## src/rtl/if_id_skid_reg.sv

```systemverilog
`default_nettype none
// ============================================================================
//  Module   : if_id_skid_reg
//  Purpose  : IF/ID pipeline register with a valid/ready handshake and a
//             2-entry skid buffer. in_ready is a pure register decode, so
//             fetch timing stays fully registered. When decode stalls,
//             in_ready drops one cycle late and the skid register catches
//             the in-flight instruction. flush kills every held and incoming
//             entry. A saturating counter reports the number of decode stall
//             cycles.
//  Ports    : clk        rising-edge clock
//             rst        asynchronous, active-low reset
//             in_valid   fetch presents in_pc_4/in_ins
//             in_ready   stage can accept (registered, equals !skid_v)
//             in_pc_4    fetch PC+4
//             in_ins     fetched instruction
//             flush      synchronous kill of held and incoming entries
//             out_valid  head entry is live
//             out_ready  decode consumes the head entry
//             out_pc_4   PC+4 of the head entry (last value held)
//             out_ins    head instruction, NOP when out_valid=0
//             occ        number of entries held (0..2)
//             stall_cnt  saturating count of out_valid & !out_ready cycles
//  Revision : 1.0 - initial release
// ============================================================================
module if_id_skid_reg #(
  parameter int               PC_W  = 32,
  parameter int               INS_W = 32,
  parameter logic [INS_W-1:0] NOP   = {INS_W{1'b0}},
  parameter int               CNT_W = 16
) (
  input  logic             clk,
  input  logic             rst,
  input  logic             in_valid,
  output logic             in_ready,
  input  logic [PC_W-1:0]  in_pc_4,
  input  logic [INS_W-1:0] in_ins,
  input  logic             flush,
  output logic             out_valid,
  input  logic             out_ready,
  output logic [PC_W-1:0]  out_pc_4,
  output logic [INS_W-1:0] out_ins,
  output logic [1:0]       occ,
  output logic [CNT_W-1:0] stall_cnt
);

  localparam logic [CNT_W-1:0] C_CNT_MAX = {CNT_W{1'b1}};

  // Head entry drives the outputs; skid entry only ever refills the head.
  logic             r_main_v;
  logic [PC_W-1:0]  r_main_pc_4;
  logic [INS_W-1:0] r_main_ins;
  logic             r_skid_v;
  logic [PC_W-1:0]  r_skid_pc_4;
  logic [INS_W-1:0] r_skid_ins;
  logic [CNT_W-1:0] r_stall_cnt;

  logic w_stall;

  assign w_stall = r_main_v & ~out_ready;

  // ---------------------------------------------------------------------------
  // Entry storage. The occupancy state is implied by the two valid bits:
  //   main_v=0            -> EMPTY (skid_v is never set while main is empty)
  //   main_v=1, skid_v=0  -> ONE
  //   main_v=1, skid_v=1  -> FULL
  // ---------------------------------------------------------------------------
  always_ff @(posedge clk or negedge rst) begin
    if (!rst) begin
      r_main_v    <= 1'b0;
      r_main_pc_4 <= {PC_W{1'b0}};
      r_main_ins  <= NOP;
      r_skid_v    <= 1'b0;
      r_skid_pc_4 <= {PC_W{1'b0}};
      r_skid_ins  <= NOP;
    end else if (flush) begin
      // Any handshake completing this cycle is accepted but discarded;
      // main_pc_4 is left alone so out_pc_4 holds its last value.
      r_main_v <= 1'b0;
      r_skid_v <= 1'b0;
    end else if (!r_main_v) begin
      if (in_valid) begin
        r_main_v    <= 1'b1;
        r_main_pc_4 <= in_pc_4;
        r_main_ins  <= in_ins;
      end
    end else if (!r_skid_v) begin
      if (out_ready) begin
        if (in_valid) begin
          r_main_pc_4 <= in_pc_4;
          r_main_ins  <= in_ins;
        end else begin
          r_main_v <= 1'b0;
        end
      end else if (in_valid) begin
        // Decode stalled but in_ready was still high: catch the instruction.
        r_skid_v    <= 1'b1;
        r_skid_pc_4 <= in_pc_4;
        r_skid_ins  <= in_ins;
      end
    end else begin
      // FULL: in_valid is ignored because in_ready=0.
      if (out_ready) begin
        r_main_pc_4 <= r_skid_pc_4;
        r_main_ins  <= r_skid_ins;
        r_skid_v    <= 1'b0;
      end
    end
  end

  // Stall counter is cleared only by reset; flush leaves it untouched.
  always_ff @(posedge clk or negedge rst) begin
    if (!rst) begin
      r_stall_cnt <= {CNT_W{1'b0}};
    end else if (w_stall && (r_stall_cnt != C_CNT_MAX)) begin
      r_stall_cnt <= r_stall_cnt + 1'b1;
    end
  end

  assign in_ready  = ~r_skid_v;
  assign out_valid = r_main_v;
  assign out_pc_4  = r_main_pc_4;
  assign out_ins   = r_main_v ? r_main_ins : NOP;
  assign occ       = {1'b0, r_main_v} + {1'b0, r_skid_v};
  assign stall_cnt = r_stall_cnt;

endmodule
`default_nettype wire

```

## config.mk

```make
export PLATFORM = sky130hd
export DESIGN_NAME = if_id_skid_reg
export DESIGN_NICKNAME = d
export VERILOG_FILES = /design/src/rtl/if_id_skid_reg.sv
export SDC_FILE = /design/constraint.sdc
export NUM_CORES = 1
export LEC_CHECK = 0
export CAP_MARGIN = 5
export CORE_ASPECT_RATIO = 1.75
export CORE_MARGIN = 2
export CORE_UTILIZATION = 50
export DETAILED_ROUTE_END_ITERATION = 6
export HOLD_SLACK_MARGIN = 0.1
export PLACE_DENSITY = 0.76
export SKIP_LAST_GASP = 1
export SYNTH_ARGS = -nofsm -noshare
export SYNTH_HDL_FRONTEND = slang
export SYNTH_SLANG_ARGS = --single-unit
```

## constraint.sdc

```tcl
create_clock -name clk -period 2.56 [get_ports clk]
set_input_delay 0.384 -clock clk [delete_from_list [all_inputs] [get_ports clk]]
set_output_delay 0.384 -clock clk [all_outputs]
set_load 0.01 [all_outputs]
```

**After elaboration in Yosys (flattened, before gate mapping)**

Index checks and enable logic that the tools add are counted.
Widths: inputs -> output; s select.

- Output and inout port bits: 84
- Input bits: 69
- Logic and storage cells: 40
- Flip-flop bits (word level): 146

- Reductions and logical operators: 4
- Add/subtract/negate cells: 2
- Equal/unequal tests: 2
- Muxes and demuxes: 21
- Bitwise gates (word level): 4

Operator list:

| operator | count |
|---|---|
| $mux 32 | 11 |
| $add 16x1->16 const B | 1 |
| $ne 16x16->1 const B | 1 |
| $mux 1 | 10 |
| $reduce_and 5->1 | 1 |
| $not 1->1 | 3 |
| $add 1x1->2 | 1 |
| $ne 2x2->1 const B | 1 |
| $reduce_and 2->1 | 1 |
| $reduce_bool 2->1 | 1 |
| $and 1x1->1 | 1 |
| $logic_and 1x1->1 | 1 |

**Logic depth before layout (Yosys ltp)**

Gate-level depths: netlist of the first run.

- Word-level depth: 5
- Mapped depth: 6
- Gate-level depth less buffers: 5

**Worst setup path before layout of the first run**

Ideal clock, no wire load.

- Path type: reg-to-reg
- From: reg r_skid_v
- To: reg r_skid_ins[10]
- Setup slack: 0.787 ns
- Data required time: 2.435 ns
- Stages on the path, launching flop included: 7
- Library setup time: 0.125 ns
- Buffers on the path: 1
- Period minus slack after synthesis: 1.773 ns
- Data arrival time: 1.648 ns
- Path through: dfrtp_1 -> inv_1 -> ha_1 -> nand2_1 -> nor3_4 -> buf_6 -> mux2_2

- Word-level cells in the longest chain between the ends: 2

RTL lines:

| element | RTL line | source |
|---|---|---|
| start, declared | 53 | `logic r_skid_v;` |
| start signal, assigned | 73 | `r_skid_v <= 1'b0;` |
| start signal, assigned | 80 | `r_skid_v <= 1'b0;` |
| start signal, assigned | 97 | `r_skid_v <= 1'b1;` |
| $not 1->1 (no source line) | - |  |
| via in_ready | 35 | `output logic in_ready,` |
| $reduce_and 5->1 (no source line) | - |  |
| end signal, assigned | 99 | `r_skid_ins <= in_ins;` |
| end, declared | 55 | `logic [INS_W-1:0] r_skid_ins;` |

The timed path passes the listed nets, and every way through them passes these cells.
A chain may end at the register's enable or synchronous reset.

**Worst setup path in the final report of the first run**

- From: reg r_main_v (netlist: out_valid)
- To: out occ[0]

- Word-level cells in the longest chain between the ends: 1

RTL lines:

| element | RTL line | source |
|---|---|---|
| start, declared | 50 | `logic r_main_v;` |
| start signal, assigned | 70 | `r_main_v <= 1'b0;` |
| start signal, assigned | 79 | `r_main_v <= 1'b0;` |
| start signal, assigned | 83 | `r_main_v <= 1'b1;` |
| $add 1x1->2 | 124 | `assign occ = {1'b0, r_main_v} + {1'b0, r_skid_v};` |
| end, declared | 43 | `output logic [1:0] occ,` |

No other way between the ends.

==> results.md, run 1 <==
- Run status: complete, no violations
- CP arrival: ~1900 ps
- Largest area contributor in the netlist: dfrtp_1
- Slew @ Worst Pin: 647 ps
- Cts repair resizes: 0
- Area grow syn2layout: 36.2%
- Die area: roughly 14000 µm²
- Clk slew on worst S/H paths: ~60 ps
- Final Hold Viols: 0
- Crit-path cells: buf_4 -> ha_1 -> inv_1 -> clkdlybuf4s50_1
- Power Total: 7.07 mW
- Core Area: 12400 µm²
- Internal power: ~5.3 mW
- TritonCTS Buffers: 17
- Worst Path Class, Setup: register to primary output
- Met1 WL: between 6 and 7 mm
- HP Class: register to register
- CP max stage delay: between 500 and 600 ps
- Ys async rst share: 100%
- Post-synth EDFFs: 0
- Fraction of power spent switching nets: about a quarter
- DR iter-0 viols: 248
- # DRC: 0
- Port bufs: 152
- Fillcell total: approximately 930
- Ports: approximately 150
- Final wirelength: 16.0 mm
- Final period utilization: about 87%
- All-Layer GR Usage: 24.4%
- Post-synth top area share: 57.6%
- Clock share of power: a little under two fifths
- Most frequent cells in the layout: clkdlybuf4s50_1, dfrtp_1, nor2_1, mux2_2, o22ai_1
- Vias in the first global route: 5182
- Later-pin clock latency in the skew report: 400 ps
- Sequential-to-total area share from yosys stat: between 50% and 60%
- Leading cell type in the layout, fill and taps excluded: clkdlybuf4s50_1
- Final layout net count: 763
- Initial Utilization: just over 50%
- CP Max Fanout: 11
- # H-tree levels: 4
- Setup TNS: 0 ps
- Main flop type after synthesis: dfrtp_1
- Mapped Cells: between 500 and 600
- Area contributors post-synth: dfrtp_1, mux2_2, o22ai_1
- Max-slew violations: 0
- CTS tree: done
- Req. time, crit path: 2180 ps
- Unique masters post-synth: 36
- Max layer used: met4
- First-pass GRT wire length: between 20 and 30 mm
- Syn_nets: slightly above 600
- Final setup vio count: 0
- GP Congestion: between 0.8 and 0.9
- # rows: 54
- Pwr Density: 819 nW/µm²
- Slew headroom: 56.9%
- Maxcap violations: 0
- Lkg Pwr: approximately 3.5 nW
- DPL Wire Length: ~11 mm
- Peak Freq: around 0.45 GHz
- Pin count of the biggest net entering global routing: 71
- Total grt overflow: 0
- Worst Skew: around 8 ps
- Via/cell ratio: ~5.5
- Startpoint types: register
- Root Buffer: clkbuf_16
- Met2 routed WL: slightly below 9 mm
- Minimum clock period: about 2200 ps
- Seq cells post-synth: 146
- Routed Antenna Nets: 0
- NetSw: 1.80 mW
- Die Width: ~89 µm
- Synth Area per Inst: 11.7 µm²
- Clock Sinks: around 150
- DR WL/cell: 18.3 µm
- Slowest CP cell: clkdlybuf4s50_1
- Maximum clock insertion buffer count: 2
- Vias: between 4k and 5k
- Synth Warn #: 0
- Drt first pass iters: 4
- Part of the power in registers: 43.4%
- Mapped cell area: between 6000 and 7000 µm²
- RSZ-0062 raised after global routing: false
- Peak supply drop: 0.786 mV
- Comb pwr share: 19.1%
- CP Capture Type: primary output
- Layout cells sized above 1: between 10% and 20%
- Die Ht: ~150 µm
- Initial antenna violation count: 1
- Wire length on met3: ~760 µm
[flip-flops by register name, indices dropped and copies added, names as in the netlist]
| register | flops |
|---|---|
| stall_cnt | 16 |
| r_skid_ins | 32 |
| r_main_ins | 32 |
| out_pc_4 | 32 |
| r_skid_v | 1 |
| r_skid_pc_4 | 32 |
| out_valid | 1 |
[final cells by class]
| class | count | area, µm² | share of cell area [%] |
|---|---|---|---|
| tap | 168 | 210 | 2.43 |
| multi-input combinational | 355 | 2440 | 28.3 |
| inverter | 3 | 11.3 | 0.130 |
| timing repair buffer | 168 | 1670 | 19.3 |
| sequential | 146 | 3650 | 42.3 |
| antenna | 1 | 2.50 | 0.0290 |
| clock inverter | 11 | 175 | 2.03 |
| clock buffer | 21 | 470 | 5.45 |
[power groups by stage]
stage,logic (mW),clock network (mW),registers (mW)
6_report,1.35,2.65,3.07
5_1_grt,1.47,2.79,3.13
4_1_cts,1.37,2.70,3.07
3_5_place_dp,1.35,0,3.10
3_3_place_gp,1.31,0,3.07
2_1_floorplan,0.653,0,3.08
[metrics by stage]
stage	area [µm²]	util (%)	cells	setup slack, ps	hold WS (ps)
CTS	8630	69.4	872	314	509
finish	8640	69.5	873	330	506
detailed placement	7980	64.2	839	366	431
global route	8640	69.5	873	229	522
global placement	7980	64.2	839	397	417
floorplan	6340	-	541	787	88.4
[worst max-delay path: cells and delay by family, from the launching register on]
family	cells	cell delay, ps
flops	1	380
fa+ha+maj	1	300
buf+inv	3	770
[what timing repair did]
item / CTS / global route
setup buffers: 0 / 0
hold buffers: 1 / 0
endpoints found under the hold margin: 67 / 0
[metal layers]
| layer | track usage (%) | vias up |
|---|---|---|
| li1 | - | 2234 |
| met1 | 28.9 | 2444 |
| met2 | 42.3 | 146 |
| met3 | 5.35 | 18 |
| met4 | 9.10 | 0 |
| met5 | 0 | - |
[final timing paths]
path / startpoint / end / slack [ps] / depth (start not counted)
setup / recovery: out_valid / occ[0] / 330 / 4
hold / removal: r_skid_ins[26] / r_skid_ins[26] / 510 / 1
setup reg to reg: r_skid_v / r_skid_pc_4[1] / 660 / 6
hold reg to reg: r_skid_ins[26] / r_skid_ins[26] / 510 / 1
max in group asynchronous: rst / stall_cnt[8] / 1270 / 3
min in group asynchronous: rst / out_pc_4[12] / 540 / 2
[synth_stat cells, types with 3 or more instances]
library cell    n
dfrtp_1       146
nor2_1         68
mux2_2         65
o22ai_1        64
a21oi_1        54
and2_1         33
a21oi_2        17
clkbuf_1       16
buf_6          12
nand3_1         9
xnor2_1         9
nand2_1         6
buf_2           4
and3_1          3
and4_1          3
buf_1           3
ha_1            3
inv_1           3
xor2_1          3
[cell families (layout without fill, tap and decap cells)]
family	count (synthesis)	in the layout	share of synthesized area, %
compound gates	138	138	13.4
xor+xnor	12	12	1.66
fa+ha+maj	3	3	0.592
buf+inv	40	203	3.95
flops	146	146	57.6
mux	66	66	11.7
other cells	0	1	0
simple gates	136	136	11.1
(Power assumes the default switching activity.)
==> run 2, diff against run 1 <==
- CAP_MARGIN: 5 -> 40
- SLEW_MARGIN: unset -> 20
==> results of run 2 <==
The final DEF is identical to that of run 1; final timing and power are the same.
